<file path="config.mk">
export PLATFORM = sky130hd
export DESIGN_NAME = bit_read_sequencer_flat
export DESIGN_NICKNAME = d
export VERILOG_FILES = /design/src/rtl/bit_read_sequencer_if.sv /design/src/rtl/bit_read_sequencer.sv /design/src/flat_wrapper.sv
export SDC_FILE = /design/constraint.sdc
export NUM_CORES = 1
export LEC_CHECK = 0
export CORE_MARGIN = 10
export CORE_UTILIZATION = 60
export DETAILED_ROUTE_END_ITERATION = 6
export GPL_ROUTABILITY_DRIVEN = 0
export HOLD_SLACK_MARGIN = 0.02
export PLACE_DENSITY = 0.84
export SETUP_SLACK_MARGIN = 0.3
export SYNTH_ARGS = -nofsm -noshare
export SYNTH_HDL_FRONTEND = slang
export SYNTH_SLANG_ARGS = --single-unit
</file>
<file path="constraint.sdc">
create_clock -name Clk -period 11 [get_ports Clk]
set_input_delay 1.65 -clock Clk [delete_from_list [all_inputs] [get_ports Clk]]
set_output_delay 1.65 -clock Clk [all_outputs]
set_load 0.01 [all_outputs]
</file>
<file path="src/rtl/bit_read_sequencer_if.sv">
// Request/response and shifter-command bundle for the CAVLC bit-read sequencer.
// The slave side is the sequencer; the master side is the parser/shifter harness.
interface bit_read_sequencer_if #(
  parameter int CNT_W = 32
);
  logic             Enable;
  logic             ReqValid;
  logic             ReqReady;
  logic [1:0]       ReqType;
  logic [4:0]       ReqLen;
  logic             ShifterReady;
  logic [15:0]      Window;
  logic             ShiftEn;
  logic [4:0]       NumShift;
  logic             RspValid;
  logic [15:0]      RspData;
  logic             RspErr;
  logic             Busy;
  logic [CNT_W-1:0] BitsConsumed;

  modport slave (
    input  Enable, ReqValid, ReqType, ReqLen, ShifterReady, Window,
    output ReqReady, ShiftEn, NumShift, RspValid, RspData, RspErr, Busy, BitsConsumed
  );

  modport master (
    output Enable, ReqValid, ReqType, ReqLen, ShifterReady, Window,
    input  ReqReady, ShiftEn, NumShift, RspValid, RspData, RspErr, Busy, BitsConsumed
  );
endinterface

</file>
<file path="src/rtl/bit_read_sequencer.sv">
// Bit-read sequencer: turns one u(n)/ue(v)/se(v)/skip(n) request into barrel
// shifter commands and returns the decoded value on a one-cycle strobe.
module bit_read_sequencer #(
  parameter int CNT_W  = 32,
  parameter int MAX_LZ = 15
) (
  input logic                 Clk,
  input logic                 Reset,
  bit_read_sequencer_if.slave bus
);

  localparam logic [1:0] TY_U    = 2'b00;
  localparam logic [1:0] TY_UE   = 2'b01;
  localparam logic [1:0] TY_SE   = 2'b10;
  localparam logic [1:0] TY_SKIP = 2'b11;
  localparam logic [4:0] MaxLz   = 5'(MAX_LZ);

  typedef enum logic [1:0] {IDLE, FIXED, PREFIX, SUFFIX} state_t;

  state_t           state, stateNext;
  logic [1:0]       typeQ;
  logic [4:0]       lenQ;
  logic [4:0]       lzQ, lzNext;
  logic             rspValidQ, rspErrQ;
  logic [15:0]      rspDataQ;
  logic [CNT_W-1:0] bitsQ;

  logic             accept;
  logic             shiftEn;
  logic [4:0]       numShift;
  logic             rspSet, rspErrSet;
  logic [15:0]      rspDataNext;
  logic [4:0]       lz;
  logic [15:0]      fixVal, sufVal;
  logic [16:0]      codeNum;

  // Leading-zero count of a 16-bit window; 16 when the window is all zeros.
  function automatic logic [4:0] lzc(input logic [15:0] w);
    logic [4:0] r;
    r = 5'd16;
    for (int i = 0; i < 16; i++)
      if (w[i]) r = 5'(15 - i);
    return r;
  endfunction

  // Exp-Golomb codeNum to output value: ue passes through, se maps
  // odd k -> +(k+1)/2 and even k -> -(k/2).
  function automatic logic [15:0] mapCode(input logic [16:0] k, input logic isSe);
    logic [16:0] h;
    if (!isSe) begin
      h = k;
    end else if (k[0]) begin
      h = (k + 17'd1) >> 1;
    end else begin
      h = ~(k >> 1) + 17'd1;
    end
    return h[15:0];
  endfunction

  // A request is never taken in the cycle a response is on the bus, so
  // parsers see the result before issuing the next read.
  assign bus.ReqReady = !Reset & bus.Enable & bus.ShifterReady &
                        (state == IDLE) & !rspValidQ;
  assign accept       = bus.ReqValid & bus.ReqReady;

  assign lz      = lzc(bus.Window);
  assign fixVal  = bus.Window >> (5'd16 - lenQ);
  assign sufVal  = bus.Window >> (5'd16 - lzQ);
  assign codeNum = (17'd1 << lzQ) - 17'd1 + {1'b0, sufVal};

  // Next state, shifter command and response setup from state and Window.
  always_comb begin
    stateNext   = state;
    lzNext      = lzQ;
    shiftEn     = 1'b0;
    numShift    = 5'd0;
    rspSet      = 1'b0;
    rspErrSet   = 1'b0;
    rspDataNext = 16'd0;
    case (state)
      IDLE: begin
        if (accept)
          stateNext = (bus.ReqType == TY_U || bus.ReqType == TY_SKIP) ? FIXED : PREFIX;
      end
      FIXED: begin
        if (bus.ShifterReady) begin
          stateNext = IDLE;
          rspSet    = 1'b1;
          if (lenQ > 5'd16) begin
            rspErrSet = 1'b1;
          end else begin
            shiftEn  = (lenQ != 5'd0);
            numShift = lenQ;
            if (typeQ == TY_U && lenQ != 5'd0) rspDataNext = fixVal;
          end
        end
      end
      PREFIX: begin
        if (bus.ShifterReady) begin
          if (bus.Window == 16'd0 || lz > MaxLz) begin
            stateNext = IDLE;
            rspSet    = 1'b1;
            rspErrSet = 1'b1;
          end else begin
            shiftEn  = 1'b1;
            numShift = lz + 5'd1;
            if (lz == 5'd0) begin
              // Single '1' bit: codeNum 0 maps to 0 for both ue and se.
              stateNext = IDLE;
              rspSet    = 1'b1;
            end else begin
              lzNext    = lz;
              stateNext = SUFFIX;
            end
          end
        end
      end
      SUFFIX: begin
        if (bus.ShifterReady) begin
          shiftEn     = 1'b1;
          numShift    = lzQ;
          rspSet      = 1'b1;
          rspDataNext = mapCode(codeNum, typeQ == TY_SE);
          stateNext   = IDLE;
        end
      end
      default: stateNext = IDLE;
    endcase
    // Disabled block issues nothing and drops any in-flight request.
    if (!bus.Enable) begin
      shiftEn   = 1'b0;
      numShift  = 5'd0;
      rspSet    = 1'b0;
      rspErrSet = 1'b0;
      stateNext = IDLE;
    end
  end

  // State register and request latch.
  always_ff @(posedge Clk or posedge Reset) begin
    if (Reset) begin
      state <= IDLE;
      typeQ <= TY_U;
      lenQ  <= 5'd0;
      lzQ   <= 5'd0;
    end else if (!bus.Enable) begin
      state <= IDLE;
      typeQ <= TY_U;
      lenQ  <= 5'd0;
      lzQ   <= 5'd0;
    end else begin
      state <= stateNext;
      lzQ   <= lzNext;
      if (accept) begin
        typeQ <= bus.ReqType;
        lenQ  <= bus.ReqLen;
      end
    end
  end

  // Registered response strobe; data holds between strobes.
  always_ff @(posedge Clk or posedge Reset) begin
    if (Reset) begin
      rspValidQ <= 1'b0;
      rspErrQ   <= 1'b0;
      rspDataQ  <= 16'd0;
    end else if (!bus.Enable) begin
      rspValidQ <= 1'b0;
      rspErrQ   <= 1'b0;
      rspDataQ  <= 16'd0;
    end else begin
      rspValidQ <= rspSet;
      rspErrQ   <= rspSet & rspErrSet;
      if (rspSet) rspDataQ <= rspDataNext;
    end
  end

  // Running count of consumed bits, wraps naturally at 2^CNT_W.
  always_ff @(posedge Clk or posedge Reset) begin
    if (Reset) begin
      bitsQ <= '0;
    end else if (!bus.Enable) begin
      bitsQ <= '0;
    end else if (shiftEn) begin
      bitsQ <= bitsQ + CNT_W'(numShift);
    end
  end

  assign bus.ShiftEn      = shiftEn;
  assign bus.NumShift     = numShift;
  assign bus.RspValid     = rspValidQ;
  assign bus.RspErr       = rspErrQ;
  assign bus.RspData      = rspDataQ;
  assign bus.Busy         = (state != IDLE);
  assign bus.BitsConsumed = bitsQ;

endmodule

</file>
<file path="src/flat_wrapper.sv">
// flat-port wrapper written by rule: the top's interface ports become plain ports
module bit_read_sequencer_flat 
#(
  parameter int CNT_W  = 32,
  parameter int MAX_LZ = 15
)
  (Clk, Reset, bus_Enable, bus_ReqValid, bus_ReqType, bus_ReqLen, bus_ShifterReady, bus_Window, bus_ReqReady, bus_ShiftEn, bus_NumShift, bus_RspValid, bus_RspData, bus_RspErr, bus_Busy, bus_BitsConsumed);
  bit_read_sequencer_if #(.CNT_W(CNT_W)) bus_i ();
  input logic Clk;
  input logic Reset;
  input wire logic [$bits(bus_i.Enable)-1:0] bus_Enable;
  input wire logic [$bits(bus_i.ReqValid)-1:0] bus_ReqValid;
  input wire logic [$bits(bus_i.ReqType)-1:0] bus_ReqType;
  input wire logic [$bits(bus_i.ReqLen)-1:0] bus_ReqLen;
  input wire logic [$bits(bus_i.ShifterReady)-1:0] bus_ShifterReady;
  input wire logic [$bits(bus_i.Window)-1:0] bus_Window;
  output wire logic [$bits(bus_i.ReqReady)-1:0] bus_ReqReady;
  output wire logic [$bits(bus_i.ShiftEn)-1:0] bus_ShiftEn;
  output wire logic [$bits(bus_i.NumShift)-1:0] bus_NumShift;
  output wire logic [$bits(bus_i.RspValid)-1:0] bus_RspValid;
  output wire logic [$bits(bus_i.RspData)-1:0] bus_RspData;
  output wire logic [$bits(bus_i.RspErr)-1:0] bus_RspErr;
  output wire logic [$bits(bus_i.Busy)-1:0] bus_Busy;
  output wire logic [$bits(bus_i.BitsConsumed)-1:0] bus_BitsConsumed;
  assign bus_i.Enable = bus_Enable;
  assign bus_i.ReqValid = bus_ReqValid;
  assign bus_i.ReqType = bus_ReqType;
  assign bus_i.ReqLen = bus_ReqLen;
  assign bus_i.ShifterReady = bus_ShifterReady;
  assign bus_i.Window = bus_Window;
  assign bus_ReqReady = bus_i.ReqReady;
  assign bus_ShiftEn = bus_i.ShiftEn;
  assign bus_NumShift = bus_i.NumShift;
  assign bus_RspValid = bus_i.RspValid;
  assign bus_RspData = bus_i.RspData;
  assign bus_RspErr = bus_i.RspErr;
  assign bus_Busy = bus_i.Busy;
  assign bus_BitsConsumed = bus_i.BitsConsumed;
  bit_read_sequencer #(.CNT_W(CNT_W), .MAX_LZ(MAX_LZ)) u_core (.Clk(Clk), .Reset(Reset), .bus(bus_i));
endmodule
</file>
* Word level (Yosys, flattened, before mapping)
Cells that the tools add are included.
** Word-level totals
- Bits in registers :: 64
- Output and inout bits :: 58
- Logic and storage cells :: 129
- Bits of input ports :: 28
** Operators by class
- Shifts and indexed selects :: 3
- Eq/ne operators :: 15
- $lt $le $gt $ge :: 2
- Bitwise logic cells :: 7
- Mux-type cells :: 71
- Reduce and logical (&&, ||, !) cells :: 15
- Add/sub/neg operators :: 8
** Operators with widths (number)
- 5-bit 2-to-1 mux :: 29
- 16-bit 2-to-1 mux :: 8
- 32-bit 2-to-1 mux :: 2
- 32-bit by 5-bit adder with 32-bit output :: 1
- 16-bit case mux with 2 select lines :: 1
- 16-bit by 5-bit >> shifter with 16-bit output :: 2
- 2-bit 2-to-1 mux :: 9
- 17-bit by 1-bit adder with 17-bit output, second input constant :: 1
- 17-bit by 16-bit adder with 17-bit output :: 1
- 1-bit 2-to-1 mux :: 17
- 1-bit by 5-bit << shifter with 17-bit output, first input constant :: 1
- 17-bit by 1-bit subtractor with 17-bit output, second input constant :: 1
- 16-bit by 1-bit adder with 16-bit output, second input constant :: 1
- 16-bit zero test :: 1
- 16-bit NOT :: 1
- 5-bit case mux with 3 select lines :: 1
- 2-bit by 1-bit inequality test with 1-bit output, second input constant :: 5
- 5-bit subtractor, first input constant :: 2
- 2-bit equality test, second input constant :: 4
- 1-bit AND :: 6
- 2-bit zero test :: 3
- 3-bit by 2-bit inequality test with 1-bit output, second input constant :: 2
- 2-bit case mux with 3 select lines :: 1
- 5-bit by 1-bit adder with 5-bit output, second input constant :: 1
- 16 further kinds :: 20

* Logic depth before layout (Yosys ltp)
Gate-level depths: netlist of run 1.
- Depth after elaboration :: 25
- Depth in mapped cells :: 26
- Gate-level depth less buffers :: 24

* Worst setup path before layout of run 1
No wires, ideal clock.
- Kind :: input to register
- Start point :: input bus_Window[3]
- End point :: register u_core.bitsQ[28] (netlist: u_core.bus.BitsConsumed[28])
- Library setup time :: 0.078 ns
- Slack :: 5.108 ns
- Required time :: 10.922 ns
- Stages on the path :: 25
- Path buffers :: 2
- Arrival :: 5.814 ns
- Cell sequence :: clkbuf_1 > o31ai_1 > a211oi_1 > o31ai_1 > and2_1 > ha_1 > and3_1 > ha_1 > inv_1 > a41oi_1 > o21a_1 > a222oi_1 > nor2_1 > ha_1 > fa_1 > a21oi_1 > nor2_1 > nor2_1 > nor2b_1 > o21a_1 > o31ai_2 > or3_1 > buf_2 > or3_1 > a21oi_1
** Between the ends
- Longest elaborated chain between the ends :: 22
- Elaborated cells on any way between the ends :: 29
- Those cells by class :: add/sub: 2; order compare: 1; eq/ne: 1; mux: 23; reduce/logical: 2
** Ends and longest elaborated chain
- start, declared :: line flat_wrapper.sv:16 : input wire logic [$bits(bus_i.Window)-1:0] bus_Window;
- 5-bit 2-to-1 mux (13 in series) :: line bit_read_sequencer.sv:42 : if (w[i]) r = 5'(15 - i);
- 5-bit by 4-bit greater-than comparator with 1-bit output :: line bit_read_sequencer.sv:100 : if (bus.Window == 16'd0 || lz > MaxLz) begin
- 1-bit logical OR :: line bit_read_sequencer.sv:100
- 5-bit 2-to-1 mux * :: line bit_read_sequencer.sv:100
- 5-bit 2-to-1 mux * :: line bit_read_sequencer.sv:99 : if (bus.ShifterReady) begin
- 5-bit case mux with 3 select lines * :: line bit_read_sequencer.sv:80 : case (state)
- 5-bit 2-to-1 mux * :: line bit_read_sequencer.sv:130 : if (!bus.Enable) begin
- net bus_NumShift[0] :: line flat_wrapper.sv:19 : output wire logic [$bits(bus_i.NumShift)-1:0] bus_NumShift;
- 32-bit by 5-bit adder with 32-bit output * :: line bit_read_sequencer.sv:185 : bitsQ <= bitsQ + CNT_W'(numShift);
- 32-bit 2-to-1 mux * :: line bit_read_sequencer.sv:184 : end else if (shiftEn) begin
- 32-bit 2-to-1 mux * :: line bit_read_sequencer.sv:182 : end else if (!bus.Enable) begin
- end signal, assigned :: line bit_read_sequencer.sv:185
- end, declared :: line bit_read_sequencer.sv:26 : logic [CNT_W-1:0] bitsQ;
The timed path passes the listed nets; every way through them passes the cells marked *. The select of a mux whose other input is x is not followed.
A chain may end at the register's enable or synchronous reset.

* Final worst setup path of run 1
- Start point :: input bus_Window[1]
- End point :: output bus_NumShift[4]
** Between the ends
- Longest elaborated chain between the ends :: 21
- Elaborated cells on any way between the ends :: 23
- Those cells by class :: add/sub: 1; order compare: 1; mux: 19; reduce/logical: 2
** Ends and longest elaborated chain (line)
- 5-bit 2-to-1 mux (15 in series) :: bit_read_sequencer.sv:42
- 5-bit by 4-bit greater-than comparator with 1-bit output :: bit_read_sequencer.sv:100
- 1-bit logical OR :: bit_read_sequencer.sv:100
- 5-bit 2-to-1 mux * :: bit_read_sequencer.sv:100
- 5-bit 2-to-1 mux * :: bit_read_sequencer.sv:99
- 5-bit case mux with 3 select lines * :: bit_read_sequencer.sv:80
- 5-bit 2-to-1 mux * :: bit_read_sequencer.sv:130
- end, declared :: flat_wrapper.sv:19
Mark *: on every way between the ends. The rest lies on a longest branch, timed or not.

==> results.toml, run 1 <==
[setup_path]
r2r_slack_ns = 4.17
endpoint_kind = "output port"
slowest_stage = "clkdlybuf4s50_1"
cp_cell_sequence = "clkdlybuf4s50_1, nor2_1, o31ai_1, a211oi_1, o31ai_1, and2_1, ha_1, and3_1, ha_1, inv_1, a41oi_1, o21a_1, nand3b_1, a21oi_1, clkdlybuf4s50_1"
slowest_delay_ns = 0.60
cp-start-kind = "primary input"
critical-path-top-delay-family = "compound AO/OA/AOI/OAI gates"
critPathBufInv = 3
worst_ep_required_time_ns = 9.35
cp_max_fo = 6
arrival_ns = 5.36
critPathKind = "primary input to output port"

[global_route]
grt_max_degree = 65
grt_pass1_wl_mm = 35.27
grt_pass1_vias = 7011
track_usage = 0.2570
grt_overflow = 0
antenna_found_initial = 0

[timing]
finalSetupViolCount = 0
tns_ns = 0
finalCriticalPeriod_ns = 7.010
clock.fmax_ghz = 0.1426
setup_ws_ns = 3.990
period_share = 0.6373
finalHoldViolCount = 0
rsz0062_at_grt = "no"
tightest_slew_ns = 1.167
report.final.slew_viol_count = 0
fin_skew_ns = 0.006475
relSlewSlack = 0.2204

[floorplanning]
initial_core_util = 0.6160
io_pins = 86
fp.dieW_um = 128.7
fp.dieArea_sq_um = 16570
core_area_sq_um = 11520
row_count = 39
dieHeight_um = 128.7

[min_path]
hold_class = "register to register"

[clock_tree]
cts_resized = 0
cts_root_buf = "clkbuf_16"
cts_setup_buffers = 0
insertion_delay_ns = 0.33
cts_inserted_buffers = 9
htree_levels = 3
clk_pin_slew_ns = 0.06
cts_sinks = 64
clock_path_buffers = 2
holdBufCountCts = 0
cts_tree = "yes"

[layout]
fin_util = 0.7214
num_antenna_cells = 0
syn2layout_area_growth_pct = 17.11
final_nets = 1067
drive_gt1_frac = 0.05167

[synthesis]
ys_seq_area_frac = 0.2257
synthTopCellsByCount = "nor2_1 (109), nand2_1 (94), dfrtp_1 (64)"
synth_edf_count = 0
syn_nets = 1014
syn_inst = 929
syn_area_per_cell_sq_um = 7.636
synth_flop_cell = "dfrtp_1"
yosys-top-cells-area = "dfrtp_1 (23%), ha_1 (9.7%), nor2_1 (5.8%), nand2_1 (5.0%), mux2i_1 (4.7%)"
postSynth.asyncResetShare = 1.000
synth.most_common_cell = "nor2_1"
yosys_warnings = 0
synth_top_area_frac = 0.2257
syn_area_sq_um = 7094
synth_top_area_cell = "dfrtp_1"
synth.distinct_cells = 83
ys_ff_latch = 64

[power]
power_density_nw_per_um2 = 144.1
vdd_ir_drop_max_v = 0.0001079
p_leak_nw = 3.453
power.total_w = 0.001197

[detailed_routing]
dr.first_iter.drc_count = 738
vias = 7243
ant_nets = 0
first_pass_iters = 7
wl_per_cell_um = 18.91
wirelength_mm = 21.37
vias_per_cell = 6.410
drc_errors = 0

[place]
io_buffers = 85
dpl.hpwl_mm = 15.77
preCtsSetupSlack_ns = 4.141

[outcome]
status = "complete, no violations"

[flow_run]
maxCapViolCount = 0
-- final cells by class --
cell class,instances,area [sq um]
repair buffers,91,895.9
multi-input cells,752,5060
well taps,143,178.9
fillers,945,3208
clock inverters,6,92.59
inverters,64,240.2
clock buffers,10,239.0
flip-flops and latches,64,1602
-- final timing paths --
kind / cells after the start / start / to
max in group asynchronous: 3 / Reset / u_core.state[0]
worst min-delay path: 1 / u_core.bus.RspData[9] / u_core.bus.RspData[9]
worst max-delay path: 15 / bus_Window[1] / bus_NumShift[4]
worst min register to register: 1 / u_core.bus.RspData[9] / u_core.bus.RspData[9]
min in group asynchronous: 3 / Reset / u_core.bus.BitsConsumed[16]
worst max register to register: 20 / u_core.lzQ[0] / u_core.bus.RspData[13]
-- layout by cell type (no fill, tap or decap), types with 9 or more instances in the layout --
cell type          n
nor3_1            27
mux2i_1           33
nand2b_1          13
ha_1              55
or3_1             14
a22oi_1           10
o21a_1            10
o31ai_1           12
xor2_1            24
nand2_1           94
nor2b_1           12
nand3_1           34
a21oi_1           60
inv_1             60
clkbuf_16          9
o21ai_0           40
a31oi_1           11
xnor2_1           26
dfrtp_1           64
o22ai_1           14
and3_1            14
clkdlybuf4s50_1   85
nor2_1           109
-- metrics by stage --
step / std cells / instance area, sq um / hold WS, ns
floorplan: 929 / 7094 / 0.5269
global placement: 1114 / 7976 / 0.4854
detailed placement: 1114 / 7976 / 0.4957
CTS: 1130 / 8308 / 0.5119
global route: 1130 / 8308 / 0.5211
finish: 1130 / 8308 / 0.5123
-- where the power goes --
part | total [W] | internal, W | switching (W)
clock | 0.000315 | 0.000205 | 0.000110
combinational | 0.000633 | 0.000256 | 0.000378
sequential | 0.000248 | 0.000241 | 0.00000738
total | 0.00120 | 0.000702 | 0.000495
-- flip-flops by register name (all words and copies together), names as in the netlist --
signal and count:
u_core.typeQ 2, u_core.bus.RspErr 1, u_core.bus.BitsConsumed 32, u_core.lenQ 5, u_core.bus.RspData 16, u_core.state 2, u_core.bus.RspValid 1, u_core.lzQ 5
-- logic make-up after synthesis --
| logic type | count (synthesis) | synth area share |
|---|---|---|
| simple gates | 368 | 0.2564 |
| xor+xnor | 50 | 0.06173 |
| buf+inv | 113 | 0.06102 |
| flops | 64 | 0.2258 |
| mux | 43 | 0.07037 |
| compound gates | 234 | 0.2220 |
| fa+ha+maj | 57 | 0.1026 |
-- metal layers --
metal / GRT usage / up-vias / share of wire
met3: 0.04764 / 60 / 0.072
met1: 0.3052 / 3439 / 0.40
met5: 0 / - / 0
met4: 0.1084 / 0 / 0.034
met2: 0.4466 / 300 / 0.49
li1: - / 3444 / -
Power figures use the tool's default switching activity.
==> inputs of run 2 (changes only) <==
--- a/config.mk
+++ b/config.mk
@@ -6,11 +6,11 @@
 export NUM_CORES = 1
 export LEC_CHECK = 0
 export CORE_MARGIN = 10
-export CORE_UTILIZATION = 60
+export CORE_UTILIZATION = 52
 export DETAILED_ROUTE_END_ITERATION = 6
 export GPL_ROUTABILITY_DRIVEN = 0
 export HOLD_SLACK_MARGIN = 0.02
-export PLACE_DENSITY = 0.84
+export PLACE_DENSITY = 0.77
 export SETUP_SLACK_MARGIN = 0.3
 export SYNTH_ARGS = -nofsm -noshare
 export SYNTH_HDL_FRONTEND = slang
==> constraint.sdc (replaced) <==
create_clock -name Clk -period 5.87 [get_ports Clk]
set_input_delay 0.8805 -clock Clk [delete_from_list [all_inputs] [get_ports Clk]]
set_output_delay 0.8805 -clock Clk [all_outputs]
set_load 0.01 [all_outputs]
==> results.toml, run 2 (synthesis results as in run 1) <==
[outcome]
status = "complete, no violations"

[clock_tree]
cts_sinks = 64
htree_levels = 3
cts_tree = "yes"
insertion_delay_ns = 0.34
cts_inserted_buffers = 9
clk_pin_slew_ns = 0.06
clock_path_buffers = 2
cts_root_buf = "clkbuf_16"

[global_route]
track_usage = 0.2246
grt_pass1_vias = 6883
grt_max_degree = 65
antenna_found_initial = 0
grt_pass1_wl_mm = 34.62
grt_overflow = 0

[detailed_routing]
vias = 7318
ant_nets = 0
dr.first_iter.drc_count = 670
wirelength_mm = 21.73
vias_per_cell = 6.098
first_pass_iters = 5
wl_per_cell_um = 18.11
drc_errors = 0

[setup_path]
worst_ep_required_time_ns = 6.12
cp-start-kind = "primary input"
arrival_ns = 5.61
endpoint_kind = "register"
cp_max_fo = 8
critPathKind = "primary input to register"

[power]
p_leak_nw = 3.715
vdd_ir_drop_max_v = 0.0001993
power_density_nw_per_um2 = 270.7

[timing]
finalSetupViolCount = 0
finalHoldViolCount = 0
finalCriticalPeriod_ns = 5.358
report.final.slew_viol_count = 0
clock.fmax_ghz = 0.1866
rsz0062_at_grt = "yes"
relSlewSlack = 0.2909
tightest_slew_ns = 1.061
period_share = 0.9128
setup_ws_ns = 0.5121
fin_skew_ns = 0.006379
tns_ns = 0

[min_path]
hold_class = "register to register"

[layout]
final_area_sq_um = 8716
final_cell_mix = "nor2_1 (108), nand2_1 (94), clkdlybuf4s50_1 (77), dfrtp_1 (64), inv_1 (60)"
largest_reg_flops = 32
fin_util = 0.6556
drive_gt1_frac = 0.09766
final_common_cell = "nor2_1"
num_antenna_cells = 0
syn2layout_area_growth_pct = 22.86
final_nets = 1104

[place]
placed_area_sq_um = 8273
io_buffers = 85
preCtsSetupSlack_ns = 0.07985
dpl.hpwl_mm = 16.32

[flow_run]
maxCapViolCount = 0

[floorplanning]
fp.dieArea_sq_um = 18710
dieHeight_um = 136.8
row_count = 42
io_pins = 86
core_area_sq_um = 13300
fp.dieW_um = 136.8
initial_core_util = 0.5336
==> run 2: layout make-up <==
| type | count | area, sq um |
|---|---|---|
| multi-input cells | 753 | 5140 |
| fillers | 1130 | 4579 |
| flip-flops and latches | 64 | 1602 |
| repair buffers | 127 | 1186 |
| inverters | 64 | 240.2 |
| clock buffers | 9 | 225.2 |
| well taps | 176 | 220.2 |
| clock inverters | 7 | 102.6 |
==> run 2: worst paths after layout <==
path | start | end | slack [ns] | cells past startpoint
min | u_core.bus.RspData[1] | u_core.bus.RspData[1] | 0.50 | 1
max in group asynchronous | Reset | u_core.bus.BitsConsumed[20] | 4.21 | 3
min in group asynchronous | Reset | u_core.bus.BitsConsumed[4] | 1.14 | 3
max reg2reg | u_core.lzQ[1] | u_core.bus.RspData[13] | 0.65 | 21
min reg2reg | u_core.bus.RspData[1] | u_core.bus.RspData[1] | 0.50 | 1
max | bus_Window[7] | u_core.bus.BitsConsumed[26] | 0.51 | 24
==> run 2: where the power goes <==
part / leakage (nW) / switching (W) / total, W / internal [W]
sequential: 0.892 / 0.0000111 / 0.000463 / 0.000451
combinational: 2.67 / 0.000756 / 0.00130 / 0.000545
clock: 0.157 / 0.000219 / 0.000596 / 0.000376
==> run 2: layer usage <==
metal	global-route usage	vias to the layer above	routed length, um
li1	-	3516	-
met1	0.2874	3484	9337
met2	0.3726	277	10400
met3	0.03996	41	1495
met4	0.07728	0	499
met5	0	-	0
==> run 2: worst max-delay path: stages <==
cell and delay [ns]:
clkdlybuf4s50_1 0.51, nor2_1 0.18, o21ai_0 0.11, a311o_2 0.46, inv_2 0.12, ha_1 0.20
and3_1 0.17, ha_1 0.14, inv_1 0.06, a41oi_2 0.20, o21a_2 0.25, a222oi_1 0.10
nor2_1 0.21, ha_2 0.22, fa_1 0.20, a21oi_1 0.08, nor2_1 0.09, nor2_1 0.06
nor2b_1 0.12, o21a_2 0.20, o31ai_4 0.12, or3_4 0.44, or3_1 0.31, a21oi_1 0.15
==> run 2: stage by stage <==
step           hold slack [ns]  total power, W  cells
5_1_grt                 0.5243        0.002483   1200
4_1_cts                 0.5087        0.002304   1197
3_5_place_dp            0.4937        0.001698   1181
6_report                0.5010        0.002359   1200
3_3_place_gp            0.4930        0.001690   1181
2_1_floorplan           0.5269        0.001377    929
==> run 2: what timing repair did <==
| item | 4_1_cts | 5_1_grt |
|---|---|---|
| endpoints found under the setup margin | 0 | 32 |
| hold buffers | 0 | 0 |
| buffers inserted | 0 | 2 |
| resized for setup | 0 | 23 |
